**src/rtl/prt_vtb_pkg.sv**
```systemverilog
// Shared types and constants for the video toolbox timing monitor.
package prt_vtb_pkg;

  localparam int STA_W = 16;
  localparam logic [STA_W-1:0] STA_MAX = '1;

  localparam logic [15:0] CRC_POLY = 16'h1021;
  localparam logic [15:0] CRC_INIT = 16'hFFFF;

  typedef enum logic [1:0] {
    ST_IDLE,
    ST_SYNC,
    ST_MEASURE
  } vtm_state_e;

  typedef struct packed {
    logic [STA_W-1:0] htot;
    logic [STA_W-1:0] hact;
    logic [STA_W-1:0] vtot;
    logic [STA_W-1:0] vact;
  } vtm_timing_t;

  function automatic logic [STA_W-1:0] sat_inc(input logic [STA_W-1:0] v);
    return (v == STA_MAX) ? v : v + 1'b1;
  endfunction

  // Cycle count to pixel count, clamped to the status width.
  function automatic logic [STA_W-1:0] sat_mul(input logic [STA_W-1:0] v, input int unsigned k);
    logic [31:0] p;
    p = 32'(v) * k;
    return (p > 32'(STA_MAX)) ? STA_MAX : p[STA_W-1:0];
  endfunction

endpackage

```
**src/rtl/prt_vtb_vtm_crc.sv**
```systemverilog
// Parallel CRC-16-CCITT over one P_W-bit word per enabled cycle, MSB first.
module prt_vtb_vtm_crc
  import prt_vtb_pkg::*;
#(
  parameter int P_W = 48
) (
  input  logic           clk,
  input  logic           rst_n,
  input  logic           clr,
  input  logic           en,
  input  logic [P_W-1:0] data,
  output logic [15:0]    crc
);

  logic [15:0] crc_next;

  // A clear coinciding with an enable folds the word into a fresh CRC.
  always_comb begin
    crc_next = clr ? CRC_INIT : crc;
    for (int i = P_W - 1; i >= 0; i--) begin
      crc_next = {crc_next[14:0], 1'b0} ^ ((crc_next[15] ^ data[i]) ? CRC_POLY : 16'h0000);
    end
  end

  always_ff @(posedge clk) begin
    if (!rst_n) begin
      crc <= CRC_INIT;
    end else if (en) begin
      crc <= crc_next;
    end else if (clr) begin
      crc <= CRC_INIT;
    end
  end

endmodule

```
**src/rtl/prt_vtb_vtm.sv**
```systemverilog
// Video timing monitor: per-frame h/v total/active, frame count and lock.
// Define PRT_VTB_VTM_CRC_EN to build the per-frame active-pixel CRC.
module prt_vtb_vtm
  import prt_vtb_pkg::*;
#(
  parameter int P_PPC       = 2,
  parameter int P_BPC       = 8,
  parameter int P_LOCK_FRMS = 2
) (
  input  logic                   CLK_IN,
  input  logic                   RST_IN,
  input  logic                   CKE_IN,
  input  logic                   CTL_RUN_IN,
  input  logic                   VID_VS_IN,
  input  logic                   VID_HS_IN,
  input  logic                   VID_DE_IN,
  input  logic [P_BPC*P_PPC-1:0] VID_R_IN,
  input  logic [P_BPC*P_PPC-1:0] VID_G_IN,
  input  logic [P_BPC*P_PPC-1:0] VID_B_IN,
  output logic [STA_W-1:0]       STA_HTOTAL_OUT,
  output logic [STA_W-1:0]       STA_HACT_OUT,
  output logic [STA_W-1:0]       STA_VTOTAL_OUT,
  output logic [STA_W-1:0]       STA_VACT_OUT,
  output logic [STA_W-1:0]       STA_FRM_CNT_OUT,
  output logic [STA_W-1:0]       STA_CRC_OUT,
  output logic                   STA_LOCK_OUT,
  output logic                   STA_UPD_OUT
);

  localparam int unsigned PPC_U    = P_PPC;
  localparam logic [3:0]  LOCK_MAX = 4'(P_LOCK_FRMS - 1);

  vtm_state_e       state;
  logic             vs_r, vs_q, hs_r, hs_q, de_r;
  logic             vs_rise, hs_rise, frame_start, frame_close;
  logic [STA_W-1:0] h_cnt, de_cnt, line_tot, line_act, vtot, vact;
  logic [STA_W-1:0] h_cnt_n, de_cnt_n, line_tot_n, line_act_n, vtot_n, vact_n;
  logic             frm_sat, frm_sat_n;
  vtm_timing_t      cur_t, prev_t;
  logic             prev_valid;
  logic [3:0]       match_cnt, match_n;
  logic             upd_pend;

  always_ff @(posedge CLK_IN) begin
    if (!RST_IN) begin
      {vs_r, vs_q, hs_r, hs_q, de_r} <= '0;
    end else if (CKE_IN) begin
      // NOTE: non-blocking keeps vs_q holding the previous vs_r for edge detection
      vs_r <= VID_VS_IN;
      vs_q <= vs_r;
      hs_r <= VID_HS_IN;
      hs_q <= hs_r;
      de_r <= VID_DE_IN;
    end
  end

  assign vs_rise     = vs_r & ~vs_q;
  assign hs_rise     = hs_r & ~hs_q;
  assign frame_start = vs_rise && (state == ST_SYNC || state == ST_MEASURE);
  assign frame_close = vs_rise && (state == ST_MEASURE);

  // VS closes the frame first; a coincident HS then counts into the new frame.
  always_comb begin
    // NOTE: every variable gets a default here so no path infers a latch
    h_cnt_n    = sat_inc(h_cnt);
    de_cnt_n   = de_r ? sat_inc(de_cnt) : de_cnt;
    line_tot_n = line_tot;
    line_act_n = frame_start ? '0 : line_act;
    vtot_n     = frame_start ? '0 : vtot;
    vact_n     = frame_start ? '0 : vact;
    frm_sat_n  = frame_start ? 1'b0 : frm_sat;
    if (hs_rise) begin
      line_tot_n = sat_mul(h_cnt, PPC_U);
      frm_sat_n  = frm_sat_n | (line_tot_n == STA_MAX);
      if (de_cnt != '0) begin
        line_act_n = sat_mul(de_cnt, PPC_U);
        vact_n     = sat_inc(vact_n);
        frm_sat_n  = frm_sat_n | (line_act_n == STA_MAX);
      end
      vtot_n   = sat_inc(vtot_n);
      h_cnt_n  = 16'd1;
      de_cnt_n = '0;
    end
    frm_sat_n = frm_sat_n | (h_cnt_n == STA_MAX) | (de_cnt_n == STA_MAX)
              | (vtot_n == STA_MAX) | (vact_n == STA_MAX);

    cur_t = '{htot: line_tot, hact: line_act, vtot: vtot, vact: vact};
    if (frm_sat) begin
      match_n = '0;
    end else if (prev_valid && cur_t == prev_t) begin
      match_n = (match_cnt == LOCK_MAX) ? match_cnt : match_cnt + 4'd1;
    end else begin
      match_n = '0;
    end
  end

  always_ff @(posedge CLK_IN) begin
    if (!RST_IN || !CTL_RUN_IN) begin
      state           <= ST_IDLE;
      {h_cnt, de_cnt, line_tot, line_act, vtot, vact} <= '0;
      frm_sat         <= 1'b0;
      prev_t          <= '0;
      prev_valid      <= 1'b0;
      match_cnt       <= '0;
      upd_pend        <= 1'b0;
      STA_HTOTAL_OUT  <= '0;
      STA_HACT_OUT    <= '0;
      STA_VTOTAL_OUT  <= '0;
      STA_VACT_OUT    <= '0;
      STA_FRM_CNT_OUT <= '0;
      STA_LOCK_OUT    <= 1'b0;
    end else if (CKE_IN) begin
      upd_pend <= 1'b0;
      case (state)
        ST_IDLE:    state <= ST_SYNC;
        ST_SYNC:    if (vs_rise) state <= ST_MEASURE;
        ST_MEASURE: state <= ST_MEASURE;
        default:    state <= ST_IDLE;
      endcase
      if (state == ST_MEASURE || frame_start) begin
        h_cnt    <= h_cnt_n;
        de_cnt   <= de_cnt_n;
        line_tot <= line_tot_n;
        line_act <= line_act_n;
        vtot     <= vtot_n;
        vact     <= vact_n;
        frm_sat  <= frm_sat_n;
      end
      if (frame_close) begin
        STA_HTOTAL_OUT  <= cur_t.htot;
        STA_HACT_OUT    <= cur_t.hact;
        STA_VTOTAL_OUT  <= cur_t.vtot;
        STA_VACT_OUT    <= cur_t.vact;
        STA_FRM_CNT_OUT <= STA_FRM_CNT_OUT + 1'b1;
        STA_LOCK_OUT    <= (match_n == LOCK_MAX);
        match_cnt       <= match_n;
        prev_t          <= cur_t;
        prev_valid      <= 1'b1;
        upd_pend        <= 1'b1;
      end
    end
  end

  // Held until the next qualified cycle so the pulse lands on a CKE-high cycle.
  assign STA_UPD_OUT = upd_pend & CKE_IN;

`ifdef PRT_VTB_VTM_CRC_EN
  logic [P_BPC*P_PPC-1:0]   r_r, g_r, b_r;
  logic [3*P_BPC*P_PPC-1:0] crc_word;
  logic                     crc_clr, crc_en;
  logic [15:0]              crc_val;

  // NOTE: pixel registers carry no reset; DE qualifies every use of them
  always_ff @(posedge CLK_IN) begin
    if (CKE_IN) begin
      r_r <= VID_R_IN;
      g_r <= VID_G_IN;
      b_r <= VID_B_IN;
    end
  end

  always_comb begin
    crc_word = '0;
    for (int p = 0; p < P_PPC; p++) begin
      crc_word[(P_PPC-1-p)*3*P_BPC +: 3*P_BPC] =
        {r_r[p*P_BPC +: P_BPC], g_r[p*P_BPC +: P_BPC], b_r[p*P_BPC +: P_BPC]};
    end
  end

  assign crc_clr = !CTL_RUN_IN || (CKE_IN && (state == ST_IDLE || frame_start));
  assign crc_en  = CTL_RUN_IN && CKE_IN && de_r && (state == ST_MEASURE || frame_start);

  prt_vtb_vtm_crc #(.P_W(3*P_BPC*P_PPC)) u_crc (
    .clk   (CLK_IN),
    .rst_n (RST_IN),
    .clr   (crc_clr),
    .en    (crc_en),
    .data  (crc_word),
    .crc   (crc_val)
  );

  always_ff @(posedge CLK_IN) begin
    if (!RST_IN || !CTL_RUN_IN) begin
      STA_CRC_OUT <= '0;
    end else if (CKE_IN && frame_close) begin
      STA_CRC_OUT <= crc_val;
    end
  end
`else
  logic unused_pix;
  assign unused_pix  = ^{VID_R_IN, VID_G_IN, VID_B_IN};
  assign STA_CRC_OUT = '0;
`endif

endmodule
```
**config.mk**
```make
export PLATFORM = sky130hd
export DESIGN_NAME = prt_vtb_vtm
export DESIGN_NICKNAME = d
export VERILOG_FILES = /design/src/rtl/prt_vtb_pkg.sv /design/src/rtl/prt_vtb_vtm_crc.sv /design/src/rtl/prt_vtb_vtm.sv
export SDC_FILE = /design/constraint.sdc
export NUM_CORES = 1
export LEC_CHECK = 0
export BUFFER_PORTS_ARGS = -buffer_cell sky130_fd_sc_hd__buf_2
export CAP_MARGIN = 20
export CORE_MARGIN = 2
export CORE_UTILIZATION = 58
export DETAILED_ROUTE_END_ITERATION = 6
export GPL_ROUTABILITY_DRIVEN = 0
export PLACE_DENSITY_LB_ADDON = 0.05
export SLEW_MARGIN = 0
export SYNTH_ARGS = -nofsm -noshare
export SYNTH_HDL_FRONTEND = slang
export SYNTH_SLANG_ARGS = --single-unit
```
**constraint.sdc**
```tcl
create_clock -name CLK_IN -period 4.45 [get_ports CLK_IN]
set_clock_uncertainty 0.15 [all_clocks]
set_input_delay 0.6675 -clock CLK_IN [delete_from_list [all_inputs] [get_ports CLK_IN]]
set_output_delay 0.6675 -clock CLK_IN [all_outputs]
set_load 0.005 [all_outputs]
```
* Word-level counts from Yosys, hierarchy flattened
Index checks and enable logic that the tools add are counted.
** Operators by class
- Bitwise gates (word level) :: 11
- Reduce and logical (&&, ||, !) cells :: 14
- Eq/ne operators :: 16
- Mux-type cells :: 26
- Add/subtract/negate cells :: 6
- Magnitude comparators :: 2
** Operator list (number)
- $mux 16 :: 17
- $eq 16x16->1 const B :: 10
- $add 16x1->16 const B :: 5
- $eq 64x64->1 :: 1
- $gt 17x16->1 const B :: 2
- $reduce_bool 16->1 :: 1
- $mux 4 :: 3
- $eq 4x1->1 const B :: 2
- $or 1x1->1 :: 6
- $pmux 2 s3 :: 1
- $reduce_and 2->1 :: 3
- $add 4x1->4 const B :: 1
- $mux 1 :: 4
- $and 1x1->1 :: 3
- $logic_and 1x1->1 :: 3
- $logic_or 1x1->1 :: 3
- $reduce_and 3->1 :: 1
- $eq 2x1->1 const B :: 1
- $eq 2x2->1 const B :: 1
- $logic_not 1->1 :: 2
- $logic_not 2->1 :: 1
- $mux 2 :: 1
- $ne 2x2->1 const B :: 1
- $not 1->1 :: 2
** Storage, ports and cells
- Word-level logic and storage cells :: 97
- Bits in registers :: 191
- Output and inout bits :: 98

* Longest topological paths before layout
Gate-level depths: netlist (run 1).
- Depth after elaboration :: 12
- Depth in mapped cells :: 18
- Depth with buffers taken out :: 13

* Least setup slack after synthesis (run 1)
Ideal clock, no wire load.
- Path type :: reg2reg
- From :: register state[0]
- To :: register frm_sat
- Stages on the path, launching flop included :: 18
- Setup slack :: 0.829 ns
- Setup time :: 0.059 ns
- Arrival time :: 3.412 ns
- Buffers on the path :: 5
- Period minus slack after synthesis :: 3.621 ns
- Data required time :: 4.241 ns
- Cells stage by stage :: dfxtp_1 -> inv_1 -> ha_1 -> nand3b_1 -> buf_2 -> clkbuf_1 -> clkbuf_1 -> and2_1 -> ha_1 -> clkbuf_1 -> and3_2 -> nand3_2 -> and2_0 -> buf_2 -> a31oi_1 -> a41oi_1 -> o41a_1 -> nand2_1
** Between the ends
- Longest elaborated chain between the ends :: 12
- Elaborated cells between the ends (all ways) :: 28
- Classes of those cells :: add/sub (2); eq/ne (6); mux (10); bitwise (6); reduce/logical (4)
** Ends and longest elaborated chain
- start, declared :: RTL line prt_vtb_vtm.sv:33 : vtm_state_e state;
- start signal, assigned :: RTL line prt_vtb_vtm.sv:99 : state <= ST_IDLE;
- start signal, assigned :: RTL line prt_vtb_vtm.sv:115 : ST_IDLE: state <= ST_SYNC;
- start signal, assigned :: RTL line prt_vtb_vtm.sv:116 : ST_SYNC: if (vs_rise) state <= ST_MEASURE;
- branches (longest 12 deep; another with $add 16x1->16)
- end signal, assigned :: RTL line prt_vtb_vtm.sv:127 : frm_sat <= frm_sat_n;
- end, declared :: RTL line prt_vtb_vtm.sv:38 : logic frm_sat, frm_sat_n;
Parallel ways; which one is timed is not known.
A chain may end at the register's enable or synchronous reset.

* Worst setup path in the final report (run 1)
Same ends and word-level chain as after synthesis.

==> results.cfg, run 1 <==
[power]
p_leak_nw = 4.078
p_int_mw = 2.547
sw_frac_of_total_pct = 25.07
peakVddDrop_mv = 0.2673
p_seq_share_pct = 50.4
p_clk_share_pct = 46.7
power.density_nw_per_um2 = 297.2
pwr-share-comb_pct = 2.8
power.switching_mw = 0.8521

[floorplan]
initial_utilization_pct = 58.79
die_w_um = 138.7
fp-row-count = 49
die_area_um2 = 19240
io_pins = 153
core_um2 = 17900
die_height_um = 138.7

[drt]
dr_wl_met2_mm = 13.48
met3_length_mm = 1.653
via_per_inst = 6.014
antenna_left = 0
m1WireLength_mm = 13.15
highest_layer = met4
drtPass1Iterations = 5
drc = 0
drt_iter0_markers = 880
drt_wl_total_mm = 28.95
via_count = 9947
wl_per_cell_um = 17.51

[yosys]
synth_top_area_share_pct = 36.33
syn_avg_cell_area_um2 = 7.475
synth_cell_types = 75
synthCells = 1408
ys_seq_area_share_pct = 36.33
synth_area_um2 = 10530
async_flop_share_pct = 0
ys_top_cells_by_area = dfxtp_1 (36%), nand2_1 (8.6%), a21oi_1 (7.6%)
synth.yosys.warnings = 0
synth_edf_count = 0
synth_top_cell_by_area = dfxtp_1
synth_flop_cell = dfxtp_1
ys_ff_latch = 191

[placement]
placed_cells = 1622
port_buffers = 88
dpl.hpwl_mm = 20.00

[timing]
tightest_slew_ns = 1.108
fmax_mhz = 265.2
period_share_pct = 84.74
rsz0062_at_grt = false
setup_viol = 0
finalSetupTns_ns = 0
fin_crit_ns = 3.771
slew_headroom_pct = 25.56
slew_violations = 0
finalHoldViolations = 0

[layout]
nets = 1478
final_cell_mix = nand2_1 (241), dfxtp_1 (191), a21oi_1 (159)
final_cells = 1654
drive_gt1_share_pct = 11.44
multi_input_area_um2 = 6013
final_common_cell = nand2_1
syn_to_final_growth_pct = 8.666
fill_cells = 1676
diodes = 0
seq_area_um2 = 3824

[run_status]
status = finished clean

[cts]
hold_buffers = 0
clkTransAtPathRegs_ns = 0.08
numCtsBuffers = 17
cts.repair.resized = 0
cts-root-buf = clkbuf_16
clk_latency_ns = 0.44
cts_max_level = 4
tritoncts = done
post_cts_buffers = 0
clock_path_buffers = 2
cts_num_sinks = 191

[global_routing]
track_usage_pct = 30.03
grt_pass1_vias = 8858
grt_max_degree = 177
gr-total-overflow = 0
grt_pass1_wl_mm = 47.35
antenna_found_initial = 0

[worst_hold_path]
hold_path.class = flop to flop

[setup_path]
start_kind = flop
cp-end-kind = flop
crit_required_ns = 4.68
critPathMaxFanout = 9
arrival_ns = 4.00
critPathKind = flop to flop

[run]
drv_cap = 0
-- power groups by stage --
stage / clock network (mW) / registers [mW] / logic [mW]
after floorplan: 0 / 1.75 / 0.0786
after global placement: 0 / 1.75 / 0.0946
after detailed placement: 0 / 1.75 / 0.0948
after CTS: 1.61 / 1.71 / 0.0950
after global routing: 1.67 / 1.71 / 0.105
final: 1.59 / 1.71 / 0.0964
-- layout make-up --
class	count	area share, %
sequential	191	33.43
multi-input combinational	1067	52.58
timing repair buffer	107	5.207
clock inverter	15	1.641
inverter	28	0.9189
clock buffer	17	3.720
tap	229	2.505
-- per-stage QoR --
| step | util [%] | hold WS (ns) | instance area (um2) | worst slack [ns] | total power [mW] |
|---|---|---|---|---|---|
| floorplan | - | 0.2900 | 10580 | 0.8287 | 1.831 |
| global placement | 60.46 | 0.2986 | 10820 | 0.8499 | 1.849 |
| detailed placement | 60.46 | 0.3065 | 10820 | 0.7513 | 1.849 |
| CTS | 63.89 | 0.3182 | 11440 | 0.7448 | 3.416 |
| global route | 63.89 | 0.3475 | 11440 | 0.3959 | 3.493 |
| finish | 63.89 | 0.3244 | 11440 | 0.6791 | 3.399 |
-- path summary, 6_finish.rpt --
| path | start | endpoint | depth (start not counted) | slack (ns) |
|---|---|---|---|---|
| max | state[0]$_SDFFE_PP0P_ | frm_sat$_SDFFE_PP0P_ | 13 | 0.68 |
| max reg2reg | state[0]$_SDFFE_PP0P_ | frm_sat$_SDFFE_PP0P_ | 13 | 0.68 |
| min | line_tot[3]$_SDFFE_PP0P_ | prev_t[51]$_SDFFE_PP0P_ | 2 | 0.32 |
| min reg2reg | line_tot[3]$_SDFFE_PP0P_ | prev_t[51]$_SDFFE_PP0P_ | 2 | 0.32 |
-- cell families (layout without fill, tap and decap cells) --
| group | count (synthesis) | after routing | synth area share [%] |
|---|---|---|---|
| and+or+nand+nor | 619 | 619 | 28.91 |
| DFF | 191 | 191 | 36.33 |
| AOI/OAI and AO/OA | 335 | 335 | 18.81 |
| xor gates and xnor gates | 76 | 76 | 6.324 |
| buffers and inverters | 165 | 167 | 7.323 |
| other | 1 | 16 | 0.03563 |
| adders and majority gates | 11 | 11 | 1.308 |
| muxes | 10 | 10 | 0.9629 |
-- critical path: stages, from the launching register on --
cell and delay, ns:
dfxtp_1 0.35, inv_1 0.08, ha_1 0.33, nand3b_1 0.31
and2_1 0.21, ha_1 0.28, nand4_1 0.24, or3_1 0.43
o211ai_1 0.28, xor2_1 0.11, or4_1 0.41, nor4_1 0.31
a22oi_1 0.14, nand2_1 0.11
-- state kept, by name, summed over array words and instances (netlist names), 2 cells and up --
| register | flops |
|---|---|
| prev_t | 64 |
| STA_FRM_CNT_OUT | 16 |
| de_cnt | 16 |
| h_cnt | 16 |
| line_act | 16 |
| line_tot | 16 |
| vact | 16 |
| vtot | 16 |
| match_cnt | 4 |
| state | 2 |
-- synthesized netlist by cell type, drive strengths merged (7+ instances only) --
cell and number:
a21oi 159, a22oi 12, a31oi 21, a41oi 8, and2 15, and3 19
and4 12, buf 54, clkbuf 83, dfxtp 191, ha 11, inv 28
mux2i 9, nand2 242, nand2b 9, nand3 39, nand4 44, nand4b 7
nor2 110, nor2b 12, nor3 44, nor4 40, o21ai 79, or3 8
xnor2 20, xor2 56
-- routing by layer --
layer | vias to the layer above | GRT usage (%)
li1 | 4917 | -
met1 | 4699 | 41.12
met2 | 295 | 48.38
met3 | 36 | 5.318
met4 | 0 | 9.995
met5 | - | 0
Note: power is estimated with default switching activity, not from simulation.
==> run 2: changes to the inputs <==
- clock period: 4.45 -> 3.9 ns (I/O delays scaled with it)
==> results.cfg, run 2 (synthesis gave the netlist of run 1 again) <==
[run_status]
status = finished clean

[setup_path]
slowest_stage = or3_1
crit_required_ns = 4.13
critPathMaxFanout = 6
arrival_ns = 3.80
max_stage_delay_ns = 0.44
start_kind = flop
critPathKind = flop to flop
worstPathCellList = inv_1 -> ha_1 -> and3b_1 -> nor2_1 -> ha_1 -> nand4_1 -> or3_1 -> o211ai_1 -> xor2_1 -> or4_1 -> nor4_2 -> a22oi_1 -> nand2_1
cp-end-kind = flop
cp_common_cell = ha_1

[drt]
wl_per_cell_um = 17.56
via_per_inst = 6.048
via_count = 10040
drt_iter0_markers = 990
drt_wl_total_mm = 29.16
drtPass1Iterations = 5
antenna_left = 0
drc = 0

[global_routing]
grt_pass1_vias = 8938
gr-total-overflow = 0
grt_max_degree = 177
track_usage_pct = 30.07
grt_pass1_wl_mm = 47.31
antenna_found_initial = 0

[layout]
nets = 1484
largest_register_ffs = 64
diodes = 0
final_cell_mix = nand2_1 (241), dfxtp_1 (191), a21oi_1 (159)
regMostFlops = prev_t
final_common_cell = nand2_1
drive_gt1_share_pct = 11.88
syn_to_final_growth_pct = 9.130

[cts]
clkTransAtPathRegs_ns = 0.07
clock_path_buffers = 2
cts.repair.resized = 0
numCtsBuffers = 17
cts_num_sinks = 191
clk_latency_ns = 0.44
hold_buffers = 0
cts_max_level = 4
tritoncts = done
post_cts_buffers = 0
cts-root-buf = clkbuf_16

[floorplan]
initial_utilization_pct = 58.79
die_w_um = 138.7
fp-row-count = 49
io_pins = 153
core_um2 = 17900
die_height_um = 138.7
die_area_um2 = 19240

[timing]
period_share_pct = 91.49
rsz0062_at_grt = false
slew_headroom_pct = 43.53
finalHoldViolations = 0
slew_violations = 0
setup_viol = 0
finalSetupTns_ns = 0
tightest_slew_ns = 0.8470
fin_crit_ns = 3.568
fmax_mhz = 280.2
whs_ns = 0.2511

[placement]
port_buffers = 88
dpl.hpwl_mm = 20.18

[power]
p_leak_nw = 4.113
peakVddDrop_mv = 0.3268
totalPowerFinal_mw = 3.877
power.density_nw_per_um2 = 337.5

[worst_hold_path]
hold_path.class = primary input to flop

[run]
drv_cap = 0
-- run 2: cell count changes in the layout (fill, tap and decap cells not counted), sizes merged --
cell    previous run  this run
clkbuf            17        18
buf              107       112
-- run 2: where the power goes --
part           switching, mW  internal, mW
registers            0.00462          1.95
logic                 0.0861        0.0234
clock network          0.879         0.932
total                  0.970          2.91
-- run 2: final timing paths --
| kind | from | to | slack (ns) | depth (start not counted) |
|---|---|---|---|---|
| min reg2reg | line_tot[3]$_SDFFE_PP0P_ | prev_t[51]$_SDFFE_PP0P_ | 0.32 | 2 |
| max | state[0]$_SDFFE_PP0P_ | frm_sat$_SDFFE_PP0P_ | 0.33 | 13 |
| max reg2reg | state[0]$_SDFFE_PP0P_ | frm_sat$_SDFFE_PP0P_ | 0.33 | 13 |
| min | VID_VS_IN | vs_r$_SDFFE_PN0P_ | 0.25 | 3 |
-- run 2: layer usage --
| metal | up-vias | global-route usage, % | part of all wire, % |
|---|---|---|---|
| li1 | 4943 | - | - |
| met1 | 4708 | 41.93 | 45 |
| met2 | 343 | 48.70 | 47 |
| met3 | 45 | 4.523 | 6.2 |
| met4 | 0 | 8.825 | 2.2 |
| met5 | - | 0 | 0 |
-- run 2: layout make-up --
class / count / area (um2)
Tap cell: 229 / 286.5
Clock inverter: 15 / 185.2
Inverter: 28 / 105.1
Timing Repair Buffer: 113 / 640.6
Sequential cell: 191 / 3824
Clock buffer: 17 / 425.4
Multi-Input combinational cell: 1067 / 6020
Fill cell: 1652 / 6416
-- run 2: per-stage QoR --
stage	worst slack (ns)	utilization, %	area (um2)	instances
after floorplan	0.2787	-	10580	1423
after global placement	0.4861	60.67	10860	1627
after detailed placement	0.3764	60.67	10860	1627
after CTS	0.3555	64.08	11470	1659
after global routing	0.05728	64.16	11490	1660
final	0.3317	64.16	11490	1660
-- run 2: critical path, delay by kind of cell, from the launching register on --
| family | cells | cell delay (ns) |
|---|---|---|
| AND/OR/NAND/NOR | 7 | 1.81 |
| AO/OA/AOI/OAI | 2 | 0.40 |
| XOR/XNOR | 1 | 0.10 |
| adder cells (fa/ha/maj) | 2 | 0.61 |
| buffers and inverters | 1 | 0.08 |
| flip-flops | 1 | 0.35 |
